===== src/rtl/sub_seq_pkg.sv =====
// Shared definitions for the sequential subtractor: default widths,
// slice-count derivation and FSM state encoding.
package sub_seq_pkg;

  localparam int WIDTH_DEF   = 32;
  localparam int SLICE_W_DEF = 8;

  // Number of slices for a given operand width and slice width.
  function automatic int calc_nslice(input int width, input int slice_w);
    return width / slice_w;
  endfunction

  // Slice index counter width: clog2 of the slice count, never below one bit.
  function automatic int idx_width(input int nslice);
    return (nslice > 1) ? $clog2(nslice) : 1;
  endfunction

  localparam int NSLICE_DEF = calc_nslice(WIDTH_DEF, SLICE_W_DEF);

  typedef enum logic [1:0] {
    IDLE = 2'd0,
    RUN  = 2'd1,
    DONE = 2'd2
  } state_t;

endpackage


===== src/rtl/sub_seq_32_slice.sv =====
// Combinational SLICE_W-bit subtract slice: d = x - y - bi.
// Built as x + ~y + ~bi so the carry-out, inverted, is the borrow-out.
module sub_slice #(
  parameter int SLICE_W = 8
) (
  input  logic [SLICE_W-1:0] x,
  input  logic [SLICE_W-1:0] y,
  input  logic               bi,
  output logic [SLICE_W-1:0] d,
  output logic               bo
);

  logic [SLICE_W:0] sum;

  // One extra bit holds the carry out of the slice.
  always_comb begin
    sum = {1'b0, x} + {1'b0, ~y} + {{SLICE_W{1'b0}}, ~bi};
    d   = sum[SLICE_W-1:0];
    bo  = ~sum[SLICE_W];
  end

endmodule


===== src/rtl/sub_seq_32.sv =====
// Multi-cycle subtractor: diff = a - b - bin, one SLICE_W-bit slice per clock,
// with the borrow rippling through a register. start/busy/done handshake.
// Optional macro SUB_SEQ_FLAGS_EN adds registered zero/neg result flags.
module sub_seq_32
  import sub_seq_pkg::*;
#(
  parameter int WIDTH   = WIDTH_DEF,
  parameter int SLICE_W = SLICE_W_DEF
) (
  input  logic             clock,
  input  logic             clear_n,
  input  logic             start,
  input  logic [WIDTH-1:0] a,
  input  logic [WIDTH-1:0] b,
  input  logic             bin,
  output logic             busy,
  output logic             done,
  output logic [WIDTH-1:0] diff,
  output logic             bout,
  output logic             ovf
`ifdef SUB_SEQ_FLAGS_EN
  ,
  output logic             zero,
  output logic             neg
`endif
);

  localparam int NSLICE = calc_nslice(WIDTH, SLICE_W);
  localparam int IDX_W  = idx_width(NSLICE);
  localparam logic [IDX_W-1:0] LAST_IDX = IDX_W'(NSLICE - 1);

  state_t             state_q, state_d;
  logic [IDX_W-1:0]   idx_q;
  logic               brw_q;
  logic [WIDTH-1:0]   a_q, b_q, acc_q, acc_next;
  logic [SLICE_W-1:0] slice_x, slice_y, slice_d;
  logic               slice_bo;
  logic               accept, step, last;

  assign accept = (state_q == IDLE) && start;
  assign step   = (state_q == RUN);
  assign last   = step && (idx_q == LAST_IDX);

  // Select the current slice of the registered operands.
  assign slice_x = a_q[idx_q*SLICE_W +: SLICE_W];
  assign slice_y = b_q[idx_q*SLICE_W +: SLICE_W];

  sub_slice #(.SLICE_W(SLICE_W)) u_slice (
    .x  (slice_x),
    .y  (slice_y),
    .bi (brw_q),
    .d  (slice_d),
    .bo (slice_bo)
  );

  // Accumulator with the current slice merged in; feeds both acc and diff.
  always_comb begin
    // NOTE: assign a default first in every combinational block so no path leaves a value unassigned, which would infer a latch.
    acc_next = acc_q;
    acc_next[idx_q*SLICE_W +: SLICE_W] = slice_d;
  end

  // FSM state register.
  always_ff @(posedge clock or negedge clear_n) begin
    // NOTE: sequential state always uses non-blocking assignment so every flop samples pre-edge values.
    if (!clear_n) state_q <= IDLE;
    else          state_q <= state_d;
  end

  // Next-state and handshake outputs.
  always_comb begin
    state_d = state_q;
    busy    = 1'b0;
    done    = 1'b0;
    case (state_q)
      IDLE: if (start) state_d = RUN;
      RUN: begin
        busy = 1'b1;
        if (idx_q == LAST_IDX) state_d = DONE;
      end
      DONE: begin
        busy    = 1'b1;
        done    = 1'b1;
        state_d = IDLE;
      end
      default: state_d = IDLE;
    endcase
  end

  // Operand capture, per-slice accumulation and result registers.
  always_ff @(posedge clock or negedge clear_n) begin
    if (!clear_n) begin
      // NOTE: these are plain registers, not a memory array, so all of them are reset to a known value, including the operands.
      a_q   <= '0;
      b_q   <= '0;
      acc_q <= '0;
      idx_q <= '0;
      brw_q <= 1'b0;
      diff  <= '0;
      bout  <= 1'b0;
      ovf   <= 1'b0;
`ifdef SUB_SEQ_FLAGS_EN
      zero  <= 1'b0;
      neg   <= 1'b0;
`endif
    end else if (accept) begin
      a_q   <= a;
      b_q   <= b;
      brw_q <= bin;
      idx_q <= '0;
      acc_q <= '0;
    end else if (step) begin
      acc_q <= acc_next;
      brw_q <= slice_bo;
      idx_q <= idx_q + 1'b1;
      if (last) begin
        diff <= acc_next;
        bout <= slice_bo;
        ovf  <= (a_q[WIDTH-1] ^ b_q[WIDTH-1]) & (acc_next[WIDTH-1] ^ a_q[WIDTH-1]);
`ifdef SUB_SEQ_FLAGS_EN
        zero <= (acc_next == '0);
        neg  <= acc_next[WIDTH-1];
`endif
      end
    end
  end

endmodule

===== config.mk =====
export PLATFORM = sky130hd
export DESIGN_NAME = sub_seq_32
export DESIGN_NICKNAME = d
export VERILOG_FILES = /design/src/rtl/sub_seq_pkg.sv /design/src/rtl/sub_seq_32_slice.sv /design/src/rtl/sub_seq_32.sv
export SDC_FILE = /design/constraint.sdc
export NUM_CORES = 1
export LEC_CHECK = 0
export CAP_MARGIN = 20
export CORE_AREA = 2 2 80 159
export CTS_CLUSTER_SIZE = 25
export DETAILED_ROUTE_END_ITERATION = 16
export DIE_AREA = 0 0 82 161
export PLACE_DENSITY = 0.79
export RECOVER_POWER = 25
export SYNTH_ARGS = -nofsm -noshare
export SYNTH_HDL_FRONTEND = slang
export SYNTH_SLANG_ARGS = --single-unit

===== constraint.sdc =====
create_clock -name clock -period 4.95 [get_ports clock]
set_clock_uncertainty 0.05 [all_clocks]
set_input_delay 0.495 -clock clock [delete_from_list [all_inputs] [get_ports clock]]
set_output_delay 0.495 -clock clock [all_outputs]
set_load 0.01 [all_outputs]

==> flow_summary.json <==
{
  "antenna_left": 0,
  "clockBufferDepth": 2,
  "fin_util": 0.675,
  "synth_top_area_cell": "dfrtp_1",
  "synth-main-ff-cell": "dfrtp_1",
  "syn_area_per_cell_um2": 9.68,
  "cts.sinks": 135,
  "rows": 57,
  "hpwl_um": 10500,
  "tns_ns": 0,
  "multi_input_area_um2": 2780,
  "vdd_drop_max_v": 0.000694,
  "fin_crit_ns": 3.61,
  "core_region_area_um2": 12000,
  "p_sw_mw": 2.84,
  "grt_overflow": 0,
  "nets": 839,
  "synth_cell_type_count": 44,
  "path_common_cell": "a211o_1",
  "seq_area_um2": 3380,
  "yosysWarnings": 0,
  "htreeDepth": 4,
  "netlist.area_leader.share": 0.530,
  "timing.final.crit_share": 0.730,
  "io_pins": 104,
  "p_leak_nw": 3.72,
  "drc": 0,
  "hold_violations": 0,
  "max_cap_viol_count": 1,
  "cts-buffers-inserted": 17,
  "ys_ff_latch": 135,
  "fin_total_pwr_mw": 6.33,
  "yosysMostFrequentCell": "nand2_1",
  "syn2layout_area_growth_pct": 26.9,
  "finalMaxSlewViolations": 56,
  "cp-start-kind": "register",
  "power_density_nw_per_um2": 783,
  "crit_slowest_cell": "dfrtp_1",
  "wl_per_cell_um": 17.2,
  "grt_pass1_wl_um": 25400,
  "critical_path_class": "register to register",
  "p_sw_frac": 0.448,
  "synth_area_leaders": "dfrtp_1, nand2_1, mux4_2, a22oi_1, ha_1",
  "clock_latency_ns": 0.42,
  "cts-resized-gates": 0,
  "synth_edf_count": 0,
  "path_buf_inv": 1,
  "p_int_mw": 3.50,
  "timing.slew.headroom": -0.971,
  "root_buffer": "clkbuf_16",
  "pwr-share-comb": 0.522,
  "critPathMaxFanout": 11,
  "first_pass_iters": 6,
  "critPathLaunch": "idx_q[0]",
  "grt_pass1_vias": 5146,
  "rsz0062_at_grt": "false",
  "arrival_ns": 3.91,
  "start_util": 0.532,
  "worst_hold_startpoint": "a_q[19]",
  "vias_per_cell": 5.75,
  "fill_cells": 950,
  "postSynthCellCount": 659,
  "antenna_cells": 0,
  "postCtsSetupRepairBufs": 0,
  "syn-num-nets": 746,
  "max_clock_freq_mhz": 277,
  "drive_above_1_share": 0.0876,
  "die_h_um": 161,
  "track_usage": 0.254,
  "holdBufCountCts": 0,
  "grt_max_degree": 101,
  "synth_commonest_cells": "nand2_1, dfrtp_1, nor2_1, a22oi_1, clkbuf_1",
  "critPathRequiredTime_ns": 5.24,
  "worstMarginPinSlew_ns": 2.96,
  "antenna_found_initial": 0,
  "status": "finished with violations",
  "vias": 5241,
  "path_clk_slew_ns": 0.06,
  "portBuffers": 103,
  "r2r_start": "idx_q[0]",
  "async_flop_share": 1.00,
  "drt_iter0_drc": 483,
  "crit_family": "compound AO/OA/AOI/OAI gates",
  "power_frac_clock": 0.195,
  "die_w_um": 82,
  "synth_seq_area_share": 0.530,
  "cts_tree": "done",
  "routed_wl_um": 15700,
  "mappedNetlistArea_um2": 6380,
  "seqPwrFrac": 0.283,
  "setup_viol": 0,
  "violations": "max-capacitance violations, max-slew violations",
  "cp-end-kind": "register",
  "gp_congestion": 0.840,
  "hold_path_class": "register to register",
  "path_cells": "buf_4 -> mux4_2 -> fa_1 -> a211o_1 -> a211o_1 -> a211oi_2 -> a22oi_1 -> nor2_1",
  "critPathMaxStageDelay_ns": 0.60,
  "fp.dieArea_um2": 13200
}
per-layer routing:
layer  global-route usage  part of all wire  vias to the layer above
met2                0.397              0.50                      209
li1                     -                 -                     2445
met4                0.110             0.026                        0
met1                0.340              0.42                     2550
met5                    0                 0                        -
met3               0.0536             0.055                       37
area by class of cell:
cell class              instances  share of cell area
clock buffers                  19              0.0535
clock inverters                13              0.0184
inverters                      20             0.00928
multi-input cells             467               0.344
flip-flops and latches        135               0.418
well taps                     147              0.0227
repair buffers                111               0.135
per-stage QoR:
step / hold WS, ns / instance area (um2) / cells / setup WS, ns
after detailed placement: 0.412 / 7500 / 879 / 1.33
after CTS: 0.0891 / 8080 / 911 / 1.30
after global placement: 0.403 / 7500 / 879 / 1.41
final: 0.421 / 8090 / 912 / 1.34
after global routing: 0.441 / 8090 / 912 / 0.962
after floorplan: 0.149 / 6380 / 659 / 1.51
path summary, 6_finish.rpt:
| check | end | cells after the start | slack [ns] |
|---|---|---|---|
| setup reg to reg | acc_q[30] | 8 | 1.34 |
| setup / recovery | acc_q[30] | 8 | 1.34 |
| hold / removal | a_q[19] | 2 | 0.42 |
| max in group asynchronous | acc_q[21] | 2 | 1.63 |
| hold reg to reg | a_q[19] | 2 | 0.42 |
| min in group asynchronous | a_q[6] | 1 | 0.98 |
worst register-to-register path: stages (launching register included):
cell      delay, ns
dfrtp_1        0.60
buf_4          0.31
mux4_2         0.57
fa_1           0.49
a211o_1        0.32
a211o_1        0.30
a211oi_2       0.57
a22oi_1        0.19
nor2_1         0.14
layout by cell type (no fill, tap or decap), types with 7 or more instances in the layout:
cell               n
a21oi_1           20
a221oi_1          10
a22oi_1           46
a32oi_1            7
clkbuf_16         17
clkdlybuf4s50_1  102
dfrtp_1          135
ha_1              17
inv_1             18
mux4_2            16
nand2_1          224
nor2_1            49
o21ai_0           22
power by group through the flow:
stage | Sequential [mW] | Clock (mW) | Combinational [mW]
2_1_floorplan | 1.77 | 0 | 2.12
4_1_cts | 1.79 | 1.25 | 3.27
6_report | 1.79 | 1.24 | 3.30
3_3_place_gp | 1.79 | 0 | 3.18
3_5_place_dp | 1.81 | 0 | 3.24
5_1_grt | 1.84 | 1.30 | 3.60
flip-flops by register name, summed over array words and instances, names as in the netlist:
| name | flops |
|---|---|
| a_q | 32 |
| acc_q | 32 |
| b_q | 32 |
| bout | 1 |
| brw_q | 1 |
| diff | 32 |
| idx_q | 2 |
| ovf | 1 |
| state_q | 2 |
logic make-up (layout without fill, tap and decap cells):
family	Yosys count	count (layout)	synth area share
and+or+nand+nor	299	299	0.191
DFF	135	135	0.530
AOI/OAI and AO/OA	129	129	0.142
buffers and inverters	57	163	0.0353
adders and majority gates	19	19	0.0396
muxes	18	18	0.0596
xor gates and xnor gates	2	2	0.00275
Note: power is estimated with default switching activity, not from simulation.
